$ cat src/rtl/dmem_responder.sv
// Purpose: data-memory responder for the strobe interface; one read or write per request, after WAIT_CYCLES wait states.
// Latency: Ready pulses WAIT_CYCLES+1 edges after acceptance. Busy drops one edge later.
// Backpressure: only one access is in flight. Strobes are ignored while busy, and a held strobe must drop before the next accept.
// Ports: Clk, Reset (async, active-high) | DMRead, DMWrite, Addr, WriteData (request levels)
//        ReadData (registered result), Ready (done pulse), Busy, Error (both strobes), AccessCount
module dmem_responder #(
   parameter int DATA_W      = 16,
   parameter int ADDR_W      = 8,
   parameter int WAIT_CYCLES = 2
) (
   input  logic              Clk,
   input  logic              Reset,
   input  logic              DMRead,
   input  logic              DMWrite,
   input  logic [ADDR_W-1:0] Addr,
   input  logic [DATA_W-1:0] WriteData,
   output logic [DATA_W-1:0] ReadData,
   output logic              Ready,
   output logic              Busy,
   output logic              Error,
   output logic [15:0]       AccessCount
);

   localparam int         DEPTH   = 1 << ADDR_W;
   localparam logic [3:0] WAIT_LD = WAIT_CYCLES[3:0];

   typedef enum logic [1:0] {
      S_IDLE = 2'd0,
      S_WAIT = 2'd1,
      S_DONE = 2'd2
   } state_t;

   state_t              state_q, state_d;
   logic                armed_q, armed_d;
   logic [3:0]          wcnt_q,  wcnt_d;
   logic [ADDR_W-1:0]   addr_q,  addr_d;
   logic [DATA_W-1:0]   wdata_q, wdata_d;
   logic                wr_op_q, wr_op_d;
   logic [DATA_W-1:0]   rdata_q, rdata_d;
   logic                err_q,   err_d;
   logic [15:0]         cnt_q,   cnt_d;
   logic                mem_we;

   // Word store. It is deliberately not reset.
   logic [DATA_W-1:0]   mem_q [0:DEPTH-1];

   always_ff @(posedge Clk or posedge Reset) begin
      if (Reset) begin
         state_q <= S_IDLE;
         armed_q <= 1'b1;
         wcnt_q  <= 4'd0;
         addr_q  <= '0;
         wdata_q <= '0;
         wr_op_q <= 1'b0;
         rdata_q <= '0;
         err_q   <= 1'b0;
         cnt_q   <= 16'd0;
      end else begin
         state_q <= state_d;
         armed_q <= armed_d;
         wcnt_q  <= wcnt_d;
         addr_q  <= addr_d;
         wdata_q <= wdata_d;
         wr_op_q <= wr_op_d;
         rdata_q <= rdata_d;
         err_q   <= err_d;
         cnt_q   <= cnt_d;
      end
   end

   always_comb begin
      state_d = state_q;
      armed_d = armed_q;
      wcnt_d  = wcnt_q;
      addr_d  = addr_q;
      wdata_d = wdata_q;
      wr_op_d = wr_op_q;
      rdata_d = rdata_q;
      cnt_d   = cnt_q;
      err_d   = 1'b0;
      mem_we  = 1'b0;
      unique case (state_q)
         S_IDLE: begin
            if (armed_q) begin
               if (DMRead && DMWrite) begin
                  // Conflicting request: flag it and wait for the strobes to drop.
                  err_d   = 1'b1;
                  armed_d = 1'b0;
               end else if (DMRead || DMWrite) begin
                  addr_d  = Addr;
                  wdata_d = WriteData;
                  wr_op_d = DMWrite;
                  wcnt_d  = WAIT_LD;
                  armed_d = 1'b0;
                  state_d = S_WAIT;
               end
            end else if (!DMRead && !DMWrite) begin
               // Re-arm only after one edge with both strobes low, so a held strobe cannot repeat the access.
               armed_d = 1'b1;
            end
         end
         S_WAIT: begin
            if (wcnt_q != 4'd0) begin
               wcnt_d = wcnt_q - 4'd1;
            end else begin
               mem_we = wr_op_q;
               if (!wr_op_q) begin
                  rdata_d = mem_q[addr_q];
               end
               cnt_d   = cnt_q + 16'd1;
               state_d = S_DONE;
            end
         end
         S_DONE: begin
            state_d = S_IDLE;
         end
         default: begin
            state_d = S_IDLE;
         end
      endcase
   end

   // mem_we comes from the async-reset state register. A reset that lands before the access edge therefore suppresses the write.
   always_ff @(posedge Clk) begin
      if (mem_we) begin
         mem_q[addr_q] <= wdata_q;
      end
   end

   assign ReadData    = rdata_q;
   assign Ready       = (state_q == S_DONE);
   assign Busy        = (state_q != S_IDLE);
   assign Error       = err_q;
   assign AccessCount = cnt_q;

endmodule

$ cat config.mk
export PLATFORM = sky130hd
export DESIGN_NAME = dmem_responder
export DESIGN_NICKNAME = d
export VERILOG_FILES = /design/src/rtl/dmem_responder.sv
export SDC_FILE = /design/constraint.sdc
export NUM_CORES = 2
export LEC_CHECK = 0
export CAP_MARGIN = 20
export CORE_ASPECT_RATIO = 0.9
export CORE_MARGIN = 2
export CORE_UTILIZATION = 47
export CTS_CLUSTER_DIAMETER = 120
export DETAILED_ROUTE_END_ITERATION = 8
export DONT_BUFFER_PORTS = 1
export GPL_TIMING_DRIVEN = 1
export PLACE_DENSITY = 0.63
export SYNTH_ARGS = -nofsm -noshare
export SYNTH_HDL_FRONTEND = slang
export SYNTH_SLANG_ARGS = --single-unit
$ cat constraint.sdc
create_clock -name Clk -period 4.55 [get_ports Clk]
set_input_delay 0.91 -clock Clk [delete_from_list [all_inputs] [get_ports Clk]]
set_output_delay 0.91 -clock Clk [all_outputs]
set_load 0.005 [all_outputs]
# Yosys cells after proc, flatten, opt, wreduce, memory -nomap -nowiden
# Memories as Yosys holds them, arrays and structs flattened. A register that Yosys moved wholly into a read port is not among the register bits.
# Index checks and enable logic that the tools add are counted.
# word_totals
register_bits,49
latchBits,0
ram_bits,4096
romBits,0
out_inout_bits,35
wordCells,56
n_memories,1
# op_classes
n_addsub,2
n_mul,0
div_mod_pow,0
order_cmp,0
eq_ne,7
shifts,0
n_mux,21
n_bitwise,3
reduce_logical,14
# mem_list
name,words,width,read_ports,rd_ports_with_merged_regs,wr,line,text
mem_q,256,16,1,1,1,45,logic [DATA_W-1:0] mem_q [0:DEPTH-1];
# ops
cell,count
$add A16 B1 Y16 const B,1
$mux W4,4
$mux W1,11
$ne A2 B2 Y1 const B,5
$mux W2,4
$pmux W4 S2,1
$reduce_and A4 Y1,2
$reduce_and A5 Y1,1
$pmux W2 S2,1
$reduce_bool A2 Y1,2
$reduce_bool A4 Y1,1
$sub A4 B1 Y4 const B,1
$not A1 Y1,3
$reduce_and A3 Y1,1
$eq A2 B1 Y1 const B,1
$eq A2 B2 Y1 const B,1
$logic_and A1 B1 Y1,2
$logic_not A1 Y1,2
$logic_not A2 Y1,1
$reduce_and A2 Y1,1
$logic_or A1 B1 Y1,1

# Longest topological paths before layout
# depth
word_depth,5
mapped_depth,13

# Least setup slack after synthesis
# OpenSTA, ideal clock, no wires.
# synth_path
kind,register to register
from,register wdata_q[0]
to,memory mem_q[0][0] (data pin)
arrival_ns,3.179
required_ns,3.747
slack_ns,0.568
stages_incl_launch_ff,1
path_cell_list,dfrtp_1
# synth_lines
item,line,text
from (decl),37,"logic [DATA_W-1:0] wdata_q, wdata_d;"
from (signal assigned),63,wdata_q <= wdata_d;
to (decl),45,
# No word-level cell before the write port.

==> impl_metrics.prom <==
# TYPE chip_impl_metric gauge
chip_impl_metric{name="power.clock.fraction",unit="%"} 27.7
chip_impl_metric{name="power.static_leakage",unit="uW"} 0.0582
chip_impl_metric{name="final_min_period_over_clock_period",unit="%"} 100
chip_impl_metric{name="hold-worst-slack",unit="ps"} 102
chip_impl_metric{name="max_slew.worst_pin.slew",unit="ps"} 1610
chip_impl_metric{name="layout.cells.non_filler",unit=""} 13003
chip_impl_metric{name="maxCapViolCount",unit=""} 0
chip_impl_metric{name="p_switching",unit="uW"} 41400
chip_impl_metric{name="setup_ws",unit="ps"} -1.33
chip_impl_metric{name="design_power_total",unit="uW"} 121000
chip_impl_metric{name="h-tree-depth",unit=""} 5
chip_impl_info{name="synth.area.top_cells",value="edfxtp_1, mux4_2, mux2i_1"} 1
chip_impl_metric{name="power.sequential.fraction",unit="%"} 41.5
chip_impl_info{name="worstSetupEndpointType",value="flip-flop"} 1
chip_impl_metric{name="grt_antenna_before_repair",unit=""} 38
chip_impl_info{name="yosys.cell_count.top_type",value="edfxtp_1"} 1
chip_impl_info{name="rsz0062_at_grt",value="no"} 1
chip_impl_metric{name="delay_of_the_slowest_cell_on_the_worst_path",unit="ps"} 1230
chip_impl_metric{name="synth_warnings",unit=""} 0
chip_impl_metric{name="post-synth-top-area-fraction",unit="%"} 76.8
chip_impl_metric{name="cts-buffers-inserted",unit=""} 414
chip_impl_metric{name="path_clk_slew",unit="ps"} 60
chip_impl_metric{name="placed_cells_incl_taps",unit=""} 12217
chip_impl_info{name="tritoncts",value="done"} 1
chip_impl_metric{name="fin_area",unit="um^2"} 183000
chip_impl_info{name="critical_path.slowest_cell",value="a22oi_1"} 1
chip_impl_info{name="worstPathCellList",value="buf_4, mux4_2, a22oi_1, o2111ai_1, a31oi_1, a41oi_1"} 1
chip_impl_metric{name="detail_route.wirelength",unit="um"} 481000
chip_impl_metric{name="post_drt_wl_per_cell",unit="um"} 37.0
chip_impl_metric{name="grt_util_overall",unit="%"} 27.7
chip_impl_metric{name="pwr_density_cell",unit="nW/um^2"} 661
chip_impl_metric{name="final-max-slew-violation-count",unit=""} 1
chip_impl_metric{name="synth_sequential_area_ratio",unit="%"} 77.8
chip_impl_metric{name="fp.dieArea",unit="um^2"} 346000
chip_impl_metric{name="synth.distinct_cells",unit=""} 82
chip_impl_metric{name="power.internal",unit="uW"} 79600
chip_impl_metric{name="synth_edf_count",unit=""} 4096
chip_impl_metric{name="fillCellCount",unit=""} 25564
chip_impl_info{name="clock_tree.root_cell",value="clkbuf_16"} 1
chip_impl_metric{name="min_period",unit="ps"} 4550
chip_impl_metric{name="swShare",unit="%"} 34.2
chip_impl_metric{name="finish.net_count",unit=""} 8159
chip_impl_metric{name="drt.antenna.violating_nets",unit=""} 0
chip_impl_info{name="synth_common_cells",value="edfxtp_1, mux4_2, mux2i_1, nor2_1, nand2_1"} 1
chip_impl_metric{name="drt-vias-per-instance",unit=""} 6.47
chip_impl_metric{name="i_o_pin_count",unit=""} 63
chip_impl_metric{name="cp_data_required_time",unit="ps"} 5390
chip_impl_info{name="failing_checks",value="slew limit, setup timing"} 1
chip_impl_metric{name="grt_overflow_total",unit=""} 0
chip_impl_info{name="postSynth.topFlopCell",value="edfxtp_1"} 1
chip_impl_info{name="holdCritPathClass",value="input pin to flip-flop"} 1
chip_impl_metric{name="pin_count_of_the_biggest_net_entering_global_routing",unit=""} 165
chip_impl_metric{name="detail_route.drc_violations",unit=""} 0
chip_impl_metric{name="detailed_placement_wirelength_estimate",unit="um"} 308000
chip_impl_metric{name="grt_first_pass_wirelength",unit="um"} 662000
chip_impl_metric{name="fin_util",unit="%"} 53.9
chip_impl_metric{name="peak_ir_drop_on_the_vdd_network",unit="V"} 0.000679
chip_impl_metric{name="placement.cell_area",unit="um^2"} 170000
chip_impl_metric{name="place.port_buffers",unit=""} 0
chip_impl_metric{name="cts_max_path_buffers",unit=""} 4
chip_impl_metric{name="worstPathMaxFanout",unit=""} 32
chip_impl_metric{name="initial_utilization",unit="%"} 47.2
chip_impl_metric{name="clock_latency",unit="ps"} 1030
chip_impl_metric{name="final_weighted_congestion_of_routability_driven_global_placement",unit=""} 0.932
chip_impl_metric{name="clock.fmax",unit="MHz"} 220
chip_impl_metric{name="multi_input_comb_area",unit="um^2"} 33000
chip_impl_info{name="outcome",value="finished with violations"} 1
chip_impl_metric{name="die_h",unit="um"} 558
chip_impl_metric{name="area_growth_syn_to_layout",unit="%"} 14.2
chip_impl_metric{name="synthArstFlopShare",unit="%"} 1.56
chip_impl_metric{name="drtPass1Iterations",unit=""} 6
chip_impl_metric{name="finalHoldViolations",unit=""} 0
chip_impl_metric{name="syn-instance-count",unit=""} 7412
chip_impl_metric{name="ys_ff_latch",unit=""} 4161
chip_impl_metric{name="dr_total_vias",unit=""} 84181
chip_impl_metric{name="setup-violations-final",unit=""} 1
chip_impl_metric{name="drt_iter0_markers",unit=""} 13965
chip_impl_metric{name="area.sequential",unit="um^2"} 125000
chip_impl_metric{name="placement_rows",unit=""} 203
chip_impl_metric{name="first_global_vias",unit=""} 81299
chip_impl_metric{name="post_route_cells_drive_above_1_share",unit="%"} 28.3
chip_impl_info{name="timing_worst_setup_path_type",value="flip-flop to flip-flop"} 1
chip_impl_metric{name="mappedNetlistNets",unit=""} 7443
chip_impl_info{name="timing.critical_path.from_type",value="flip-flop"} 1
chip_impl_metric{name="cts.sinks",unit=""} 4161
chip_impl_metric{name="p_comb_share",unit="%"} 30.8
chip_impl_metric{name="synth.avg_cell_area",unit="um^2"} 21.6
chip_impl_metric{name="synth_area",unit="um^2"} 160000
chip_impl_metric{name="core_area",unit="um^2"} 340000
chip_impl_metric{name="finClkSkew",unit="ps"} 78.8
chip_impl_info{name="synth_largest_area_cell",value="edfxtp_1"} 1
chip_impl_metric{name="critPathArrivalTime",unit="ps"} 5390
chip_impl_metric{name="die-width",unit="um"} 619
chip_impl_metric{name="timing.max_slew.rel_slack",unit="%"} -7.00
-- per-stage QoR --
stage / setup slack [ps] / setup TNS (ps)
final: -1.33 / -1.33
after global routing: 168 / 0
after CTS: 63.4 / 0
after detailed placement: 69.0 / 0
after global placement: 97.6 / 0
after floorplan: 568 / 0
-- power by group through the flow --
stage	combinational, uW	clock [uW]	sequential, uW
global placement	36000	0	51000
CTS	36600	33900	50200
detailed placement	36400	0	51100
floorplan	18600	0	52900
finish	37300	33500	50200
global route	38300	35300	50200
-- cells by family (layout without fill, tap and decap cells) --
group,Yosys count,in the layout,synth area share (%)
AND/OR/NAND/NOR,866,866,2.45
AO/OA/AOI/OAI,648,648,2.88
flip-flops,4161,4161,77.8
buffers and inverters,436,1503,1.91
XOR/XNOR,18,18,0.0984
other,0,14,0
adder cells (fa/ha/maj),3,3,0.0234
multiplexers,1280,1280,14.9
-- what timing repair did --
item                                    CTS  global route
hold buffers                              3             0
endpoints found under the hold margin    44             0
buffers inserted                          0             0
endpoints found under the setup margin    0             1
resized for setup                         0             1
-- sequential cells by signal, summed over array words and instances, names as in the netlist --
name         flops
mem_q         4096
AccessCount     16
ReadData        16
wdata_q         16
addr_q           8
wcnt_q           4
state_q          2
Error            1
armed_q          1
wr_op_q          1
-- metal layers --
layer	wire length (um)	GRT usage [%]	vias to the layer above	part of all wire (%)
met5	222	0	-	0.046
met4	27600	13.6	34	5.7
met3	62600	7.87	1121	13
met2	211000	40.3	5859	44
met1	180000	38.7	44537	37
li1	-	-	32630	-
-- final cells by class --
cell class                      instances  area share [%]
Sequential cell                      4161            68.1
Multi-Input combinational cell       2815            18.0
Clock buffer                          528            5.95
Timing Repair Buffer                  722            3.44
Tap cell                             4510            3.08
Clock inverter                        239            1.29
Inverter                               14          0.0342
Antenna cell                           14          0.0191
-- cell usage in the layout (no fill, tap or decap), drive strengths merged, types with 64 or more instances in the layout --
cell / instances
edfxtp: 4096
buf: 717
nand2: 268
mux2i: 372
o22ai: 191
clkinv: 184
clkbuf: 528
dfrtp: 64
mux4: 876
nor2: 348
a22oi: 108
-- path summary, 6_finish.rpt --
| path | end | from | slack [ps] | depth (start not counted) |
|---|---|---|---|---|
| max | ReadData[9] | addr_q[0] | -1 | 6 |
| min | wdata_q[12] | WriteData[12] | 100 | 1 |
| max reg2reg | ReadData[9] | addr_q[0] | -1 | 6 |
| min reg2reg | AccessCount[15] | AccessCount[15] | 500 | 1 |
| max in group asynchronous | addr_q[1] | Reset | 2930 | 3 |
| min in group asynchronous | AccessCount[15] | Reset | 500 | 2 |
-- worst max-delay path: cells and delay by family (launching register included) --
kind / cells / cell delay (ps)
buffers and inverters: 1 / 650
DFF: 1 / 730
AOI/OAI and AO/OA: 4 / 2370
muxes: 1 / 610
(Power assumes the default switching activity.)
